### src/rtl/ahb_sram_slave.sv
// ahb_sram_slave
// ---------------------------------------------------------------------------
// AHB-Lite responder in front of a single-port synchronous SRAM macro.
// Writes complete with zero wait states. Reads take one wait state because the
// SRAM returns data the cycle after the access. Illegal transfers (oversize,
// misaligned, or beyond the top of the memory) get the two-cycle ERROR response.
//
// Ports
//   HCLK, HRESETn      bus clock, asynchronous active-low reset
//   HSEL .. HREADY     AHB-Lite slave-side inputs (HBURST is ignored)
//   HRDATA             read data; follows SRAM_DO in the second read cycle and
//                      holds the last read word otherwise
//   HREADYOUT, HRESP   this slave's ready and response
//   SRAM_CS/WE/BWE/A   registered SRAM control, driven for one cycle per access
//   SRAM_DI            SRAM write data, passed straight through from HWDATA
//   SRAM_DO            SRAM read data, valid the cycle after a CS read
// ---------------------------------------------------------------------------
module ahb_sram_slave #(
    parameter int MEM_WORDS = 16384
) (
    input  logic                          HCLK,
    input  logic                          HRESETn,
    input  logic                          HSEL,
    input  logic [31:0]                   HADDR,
    input  logic [1:0]                    HTRANS,
    input  logic                          HWRITE,
    input  logic [2:0]                    HSIZE,
    input  logic [2:0]                    HBURST,
    input  logic [31:0]                   HWDATA,
    input  logic                          HREADY,
    output logic [31:0]                   HRDATA,
    output logic                          HREADYOUT,
    output logic [1:0]                    HRESP,
    output logic                          SRAM_CS,
    output logic                          SRAM_WE,
    output logic [3:0]                    SRAM_BWE,
    output logic [$clog2(MEM_WORDS)-1:0]  SRAM_A,
    output logic [31:0]                   SRAM_DI,
    input  logic [31:0]                   SRAM_DO
);

    localparam int AW = $clog2(MEM_WORDS);

    typedef enum logic [2:0] {
        ST_IDLE,
        ST_WR,
        ST_RD1,
        ST_RD2,
        ST_ERR1,
        ST_ERR2
    } state_t;

    state_t          state_q, state_d;
    logic            hreadyout_q;
    logic [1:0]      hresp_q;
    logic            sram_cs_q;
    logic            sram_we_q;
    logic [3:0]      sram_bwe_q;
    logic [AW-1:0]   sram_a_q;
    logic [31:0]     rdata_q;

    logic            sample;
    logic            size_ok;
    logic            align_ok;
    logic            range_ok;
    logic            legal;
    logic [3:0]      lane;

    // Bursts are handled beat by beat and BUSY is treated like IDLE, so
    // HBURST and HTRANS[0] carry no information for this slave.
    logic            unused_inputs;
    assign unused_inputs = ^{HBURST, HTRANS[0]};

    // Address phase is taken only when the bus is ready and a NONSEQ/SEQ
    // transfer targets us. RD1 and ERR1 never look at it (see next-state).
    assign sample   = HSEL & HREADY & HTRANS[1];
    assign size_ok  = (HSIZE <= 3'b010);
    assign range_ok = ((HADDR >> (AW + 2)) == 32'd0);
    assign legal    = size_ok & align_ok & range_ok;

    always_comb begin
        // NOTE: every signal gets a default before the case so no latch is inferred.
        align_ok = 1'b1;
        lane     = 4'b0000;
        unique case (HSIZE)
            3'b000: lane = 4'b0001 << HADDR[1:0];
            3'b001: begin
                align_ok = ~HADDR[0];
                lane     = HADDR[1] ? 4'b1100 : 4'b0011;
            end
            3'b010: begin
                align_ok = (HADDR[1:0] == 2'b00);
                lane     = 4'b1111;
            end
            default: ;
        endcase
    end

    always_comb begin
        state_d = ST_IDLE;
        unique case (state_q)
            // Wait-state cycles advance unconditionally; HREADY is low on the
            // bus, so no new address phase can be pending.
            ST_RD1:  state_d = ST_RD2;
            ST_ERR1: state_d = ST_ERR2;
            default: begin
                if (sample) begin
                    if (!legal)      state_d = ST_ERR1;
                    else if (HWRITE) state_d = ST_WR;
                    else             state_d = ST_RD1;
                end
            end
        endcase
    end

    always_ff @(posedge HCLK or negedge HRESETn) begin
        if (!HRESETn) begin
            state_q     <= ST_IDLE;
            hreadyout_q <= 1'b1;
            hresp_q     <= 2'b00;
            sram_cs_q   <= 1'b0;
            sram_we_q   <= 1'b0;
            sram_bwe_q  <= 4'b0000;
            sram_a_q    <= '0;
            rdata_q     <= 32'd0;
        end else begin
            // NOTE: all state uses non-blocking assignments so every register
            // sees the pre-edge value of every other one.
            state_q     <= state_d;
            hreadyout_q <= !(state_d inside {ST_RD1, ST_ERR1});
            hresp_q     <= (state_d inside {ST_ERR1, ST_ERR2}) ? 2'b01 : 2'b00;
            sram_cs_q   <= (state_d inside {ST_WR, ST_RD1});
            sram_we_q   <= (state_d == ST_WR);
            sram_bwe_q  <= (state_d == ST_WR) ? lane : 4'b0000;
            if (state_d inside {ST_WR, ST_RD1}) begin
                sram_a_q <= HADDR[AW+1:2];
            end
            if (state_q == ST_RD2) begin
                rdata_q <= SRAM_DO;
            end
        end
    end

    // SRAM_DO is only valid during RD2, so it goes onto the bus combinationally
    // in that cycle and the captured copy is presented afterwards.
    assign HRDATA    = (state_q == ST_RD2) ? SRAM_DO : rdata_q;
    assign HREADYOUT = hreadyout_q;
    assign HRESP     = hresp_q;
    assign SRAM_CS   = sram_cs_q;
    assign SRAM_WE   = sram_we_q;
    assign SRAM_BWE  = sram_bwe_q;
    assign SRAM_A    = sram_a_q;
    assign SRAM_DI   = HWDATA;

endmodule

### config.mk
export PLATFORM = sky130hd
export DESIGN_NAME = ahb_sram_slave
export DESIGN_NICKNAME = d
export VERILOG_FILES = /design/src/rtl/ahb_sram_slave.sv
export SDC_FILE = /design/constraint.sdc
export NUM_CORES = 1
export LEC_CHECK = 0
export ABC_AREA = 1
export BUFFER_PORTS_ARGS = -buffer_cell sky130_fd_sc_hd__buf_2
export CAP_MARGIN = 20
export CORE_AREA = 2 2 81 83
export DETAILED_ROUTE_END_ITERATION = 8
export DIE_AREA = 0 0 83 85
export PLACE_DENSITY = 0.89
export SLEW_MARGIN = 20
export SYNTH_ARGS = -nofsm -noshare
export SYNTH_HDL_FRONTEND = slang
export SYNTH_SLANG_ARGS = --single-unit
### constraint.sdc
create_clock -name HCLK -period 4.65 [get_ports HCLK]
set_clock_uncertainty 0.1 [all_clocks]
set_input_delay 0.2325 -clock HCLK [delete_from_list [all_inputs] [get_ports HCLK]]
set_output_delay 0.2325 -clock HCLK [all_outputs]
set_load 0.01 [all_outputs]
### Yosys cells after proc, flatten, opt, wreduce, memory -nomap -nowiden

Index checks and enable logic that the tools add are counted.

| word-level totals | value |
|---|---|
| flip-flop bits (word level) | 57 |
| bits in latches | 0 |
| RAM bits | 0 |
| memory bits (read-only) | 0 |
| bits of input ports | 109 |
| word-level logic and storage cells | 41 |
| memories | 0 |

| cells by class | value |
|---|---|
| add/sub/neg operators | 0 |
| multipliers | 0 |
| div/mod/pow operators | 0 |
| magnitude comparators | 1 |
| eq/ne operators | 9 |
| shifts and indexed selects | 1 |
| mux-type cells | 10 |
| bitwise gates (word level) | 5 |
| reduce and logical (&&, ||, !) cells | 7 |

Operators with widths:

| operator | number |
|---|---|
| zero test 32 bit | 1 |
| 2-to-1 mux 32 bit | 1 |
| == test 3 x 2 -> 1 bit (second input constant) | 4 |
| one-hot mux 4 bit (3 select lines) | 1 |
| == test 3 bit (second input constant) | 3 |
| 2-to-1 mux 4 bit | 2 |
| == test 3 x 1 -> 1 bit (second input constant) | 2 |
| 2-to-1 mux 3 bit | 2 |
| one-hot mux 3 bit (2 select lines) | 1 |
| nonzero test 2 bit | 3 |
| bitwise AND 1 bit | 4 |
| left shift 1 x 2 -> 4 bit (first input constant) | 1 |
| less-or-equal comparator 3 x 2 -> 1 bit (second input constant) | 1 |
| zero test 3 bit | 1 |
| zero test 2 bit | 1 |
| 2-to-1 mux 2 bit | 1 |
| one-hot mux 1 bit (2 select lines) | 1 |
| zero test 1 bit | 1 |
| 2-to-1 mux 1 bit | 1 |
| inverter 1 bit | 1 |

### Depth between registers and ports, before layout

| depth | value |
|---|---|
| word-level depth | 10 |
| mapped depth | 13 |
| mapped depth without buffers | 12 |

### Worst setup path after synthesis

No wires, ideal clock.

| timing path | value |
|---|---|
| path type | reg2reg |
| start | register state_q[1] |
| end | register sram_a_q[0] (netlist: SRAM_A[0]) |
| setup time | 117 ps |
| arrival | 1419 ps |
| required time | 4433 ps |
| slack | 3014 ps |
| stages on the path, launching flop included | 12 |
| buffers on the path | 1 |
| period minus slack after synthesis | 1636 ps |
| cell sequence | dfrtp_1 -> nand3_1 -> nand2_1 -> nor3_2 -> nand3_2 -> nand2_2 -> inv_2 -> nand3_4 -> nand2_4 -> buf_6 -> nand2_1 -> nand2_1 |

| between the ends | value |
|---|---|
| word-level cells in the longest chain between the ends | 4 |
| elaborated cells on any way between the ends | 6 |

Ends and longest elaborated chain:

| item | line | source |
|---|---|---|
| from (decl) | 53 | `state_t state_q, state_d;` |
| from (signal assigned) | 129 | `state_q <= state_d;` |
| == test 3 bit or == test 3 x 2 -> 1 bit (tied branches) | 101 | `unique case (state_q)` |
| one-hot mux 3 bit (2 select lines) (*) | 101 |  |
| named net state_d[1] | 53 |  |
| == test 3 x 1 -> 1 bit or == test 3 x 2 -> 1 bit (tied branches) | 135 | `if (state_d inside {ST_WR, ST_RD1}) begin` |
| nonzero test 2 bit (*) | 135 |  |
| to (signal assigned) | 136 | `sram_a_q <= HADDR[AW+1:2];` |
| to (decl) | 59 | `logic [AW-1:0] sram_a_q;` |

The timed path passes the listed nets; every way through them passes the cells marked *.
A chain may end at the register's enable or synchronous reset.

### Worst setup path after layout

| timing path | value |
|---|---|
| start | register state_q[1] |
| end | register sram_a_q[5] (netlist: SRAM_A[5]) |

Same word-level chain as after synthesis.

==> out/metrics.yaml <==
floorplan.die_area_mm2: 0.00706
floorplan.core_area_mm2: 0.00620
design.final.nets: 471
synth_seq_cells: 57
cts_made_buffers: 9
power_per_cell_area_mw_per_mm2: 476
hold_end: "SRAM_A[2]"
area_growth_syn_to_layout_pct: 32.3
critPathArrivalTime_ns: 2.21
report.final.hold_viol_count: 0
route.detailed.drc: 0
numPlacedInstances: 416
die_h_um: 85
num_rows: 29
grt_max_degree: 33
start_kind: "flop"
route.vias.total: 2065
yosysWarningCount: 0
critical_path.reg2reg.startpoint: "state_q[1]"
max-vdd-ir-drop_mv: 0.379
path_max_fanout: 17
wl_um: 5730
cts_post_setup_buffers_inserted: 0
crit_type: "reg2reg"
post_synth_num_cell_types: 24
syn_nets: 359
place.detailed.hpwl_um: 4450
netSwitchingFraction_pct: 28.9
drive_gt1_share_pct: 52.0
cts.htree.levels: 3
leakage_power_nw: 1.86
headroom_to_the_max_slew_limit_pct: 58.8
clkPwrFrac_pct: 36.9
initial_utilization_pct: 42.1
clock.fmax_mhz: 476
reg2reg_slack_ns: 2.55
clkSlewWorstSetupHoldPaths_ns: 0.07
setup_repair_after_global_routing_missed_its_margin: "no"
clock_latency_on_the_worst_skew_pair_ns: 0.32
die_width_um: 83
globalplace.congestion: 0.737
numClockSinks: 57
grt_pass1_wl_um: 9230
power.combinational.fraction_pct: 24.1
io_pins: 196
clock_path_buffers: 2
crit-reg2reg-capture: "SRAM_A[5]"
drt-initial-drc-count: 39
timing.hold.worst.start: "HADDR[4]"
via_count_of_the_first_global_routing_pass: 1960
synth_area_per_cell_um2: 10.5
cts_tree: "yes"
worst_pin_slew_ns: 0.618
timing.max_cap.violations: 0
clock_tree.root_cell: "sky130_fd_sc_hd__clkbuf_8"
final.period_utilization_pct: 45.2
hold-path-cell-count: 3
antennaDiodeCount: 0
synth_seq_area_share_pct: 54.6
power.switching_uw: 475
drt_pass1_iterations: 4
final_cells: 444
setup_total_negative_slack_ns: 0
post_drt_wl_per_cell_um: 12.9
result_of_the_run: "finished clean"
synth.cell_area_mm2: 0.00262
total_grt_usage_pct: 16.5
buffer_ports.inserted: 126
synthCells: 250
power.sequential.fraction_pct: 39.0
drv_slew: 0
power_report.internal_total_mw: 1.17
min_path_type: "in2reg"
timing.final.setup_violations: 0
logic_depth_of_the_worst_register_to_register_path: 10
detail-route-antenna-nets: 0
avgViaCountPerCell: 4.65
grt_antenna_before_repair: 0
data_required_critical_path_ns: 4.76
grt_overflow: 0
critical_path.endpoint_type: "flop"
final.min_clock_period_ns: 2.10
fillCellCount: 540
layout make-up:
class	instances	area, um^2	area share [%]
repair buffers	140	766	22.1
flip-flops and latches	57	1430	41.3
multi-input cells	134	831	24.0
clock buffers	9	124	3.58
inverters	20	75.1	2.17
well taps	77	96.3	2.78
clock inverters	7	141	4.09
worst max path at each step:
| stage | from | to | slack (ns) | cells past startpoint |
|---|---|---|---|---|
| after global placement | HADDR[21] | SRAM_A[11] | 2.54 | 13 |
| after floorplan | state_q[1] | SRAM_A[0] | 3.01 | 11 |
| after CTS | state_q[1] | SRAM_A[5] | 2.53 | 10 |
| after global routing | state_q[0] | SRAM_A[9] | 2.38 | 11 |
| final | state_q[1] | SRAM_A[5] | 2.55 | 10 |
| after detailed placement | HADDR[24] | SRAM_A[5] | 2.50 | 13 |
power groups by stage:
stage               Sequential (mW)  Clock [mW]  Combinational (mW)
global route                  0.652       0.653               0.438
finish                        0.642       0.607               0.397
global placement              0.643           0               0.378
floorplan                     0.682           0               0.224
detailed placement            0.650           0               0.393
CTS                           0.641       0.624               0.401
layer usage:
metal / vias to the layer above / part of all wire, % / global-route usage [%]
li1: 984 / - / -
met1: 954 / 36 / 17.6
met2: 115 / 53 / 29.8
met3: 12 / 9.2 / 5.93
met4: 0 / 1.7 / 6.56
met5: - / 0 / 0
state kept, by name, summed over array words and instances (netlist names):
| signal | cells |
|---|---|
| HREADYOUT | 1 |
| SRAM_A | 14 |
| state_q | 3 |
| SRAM_WE | 1 |
| SRAM_CS | 1 |
| rdata_q | 32 |
| HRESP | 1 |
| SRAM_BWE | 4 |
synthesized netlist by cell type:
library cell	count	area (um^2)
sky130_fd_sc_hd__nand3_4	1	17.5
sky130_fd_sc_hd__nand4_1	1	6.26
sky130_fd_sc_hd__clkbuf_1	2	7.51
sky130_fd_sc_hd__nand3_2	1	10.0
sky130_fd_sc_hd__inv_1	15	56.3
sky130_fd_sc_hd__buf_1	2	7.51
sky130_fd_sc_hd__mux2_2	32	360
sky130_fd_sc_hd__nand3_1	23	115
sky130_fd_sc_hd__nand2_4	1	11.3
sky130_fd_sc_hd__inv_2	5	18.8
sky130_fd_sc_hd__nor2_4	1	11.3
sky130_fd_sc_hd__nor2_2	2	12.5
sky130_fd_sc_hd__nand2_1	44	165
sky130_fd_sc_hd__a21oi_1	2	10.0
sky130_fd_sc_hd__buf_6	1	11.3
sky130_fd_sc_hd__nor3_2	1	10.0
sky130_fd_sc_hd__or2_2	1	6.26
sky130_fd_sc_hd__nor2_1	20	75.1
sky130_fd_sc_hd__conb_1	1	3.75
sky130_fd_sc_hd__buf_4	34	255
sky130_fd_sc_hd__dfstp_2	1	26.3
sky130_fd_sc_hd__nand2_2	1	6.26
sky130_fd_sc_hd__dfrtp_1	56	1400
sky130_fd_sc_hd__o21ai_0	2	10.0
cells in the final DEF (no fill, tap or decap), drive strengths merged:
cell type,n
nor2,23
bufinv,4
mux2,32
clkinv,1
a21oi,2
nand4,1
or2,1
clkbuf,9
dfrtp,56
dlygate4sd3,12
nand2,46
nor3,1
buf,128
o21ai,2
clkinvlp,1
nand3,25
inv,21
conb,1
dfstp,1
critical path, cell delays in order (launching register included):
cell and delay (ns):
sky130_fd_sc_hd__dfrtp_1 0.39, sky130_fd_sc_hd__nand3_1 0.15, sky130_fd_sc_hd__nand2_1 0.10, sky130_fd_sc_hd__nor3_2 0.13
sky130_fd_sc_hd__nand3_2 0.35, sky130_fd_sc_hd__nand2_2 0.18, sky130_fd_sc_hd__inv_2 0.05, sky130_fd_sc_hd__nand3_4 0.19
sky130_fd_sc_hd__nand2_4 0.16, sky130_fd_sc_hd__nand2_1 0.10, sky130_fd_sc_hd__nand2_1 0.06
cells by family after synthesis:
family          synth area share, %
compound gates                0.766
simple gates                   17.1
mux                            13.8
buf+inv                        13.6
flops                          54.6
other cells                   0.143
what timing repair did:
action	in CTS	in global routing
resized for setup	0	0
hold buffers	10	2
endpoints found under the hold margin	35	2
per-stage QoR:
stage,utilization [%],power (mW),area [um^2],hold WS (ns),worst slack [ns]
floorplan,-,0.906,2620,-0.163,3.01
global placement,49.6,1.02,3080,0.183,2.54
detailed placement,49.6,1.04,3080,0.189,2.50
CTS,55.5,1.67,3440,0.00230,2.53
global route,55.8,1.74,3460,0.00216,2.38
finish,55.8,1.65,3460,0.0154,2.55
No activity file was read; power rests on OpenSTA's default activity.
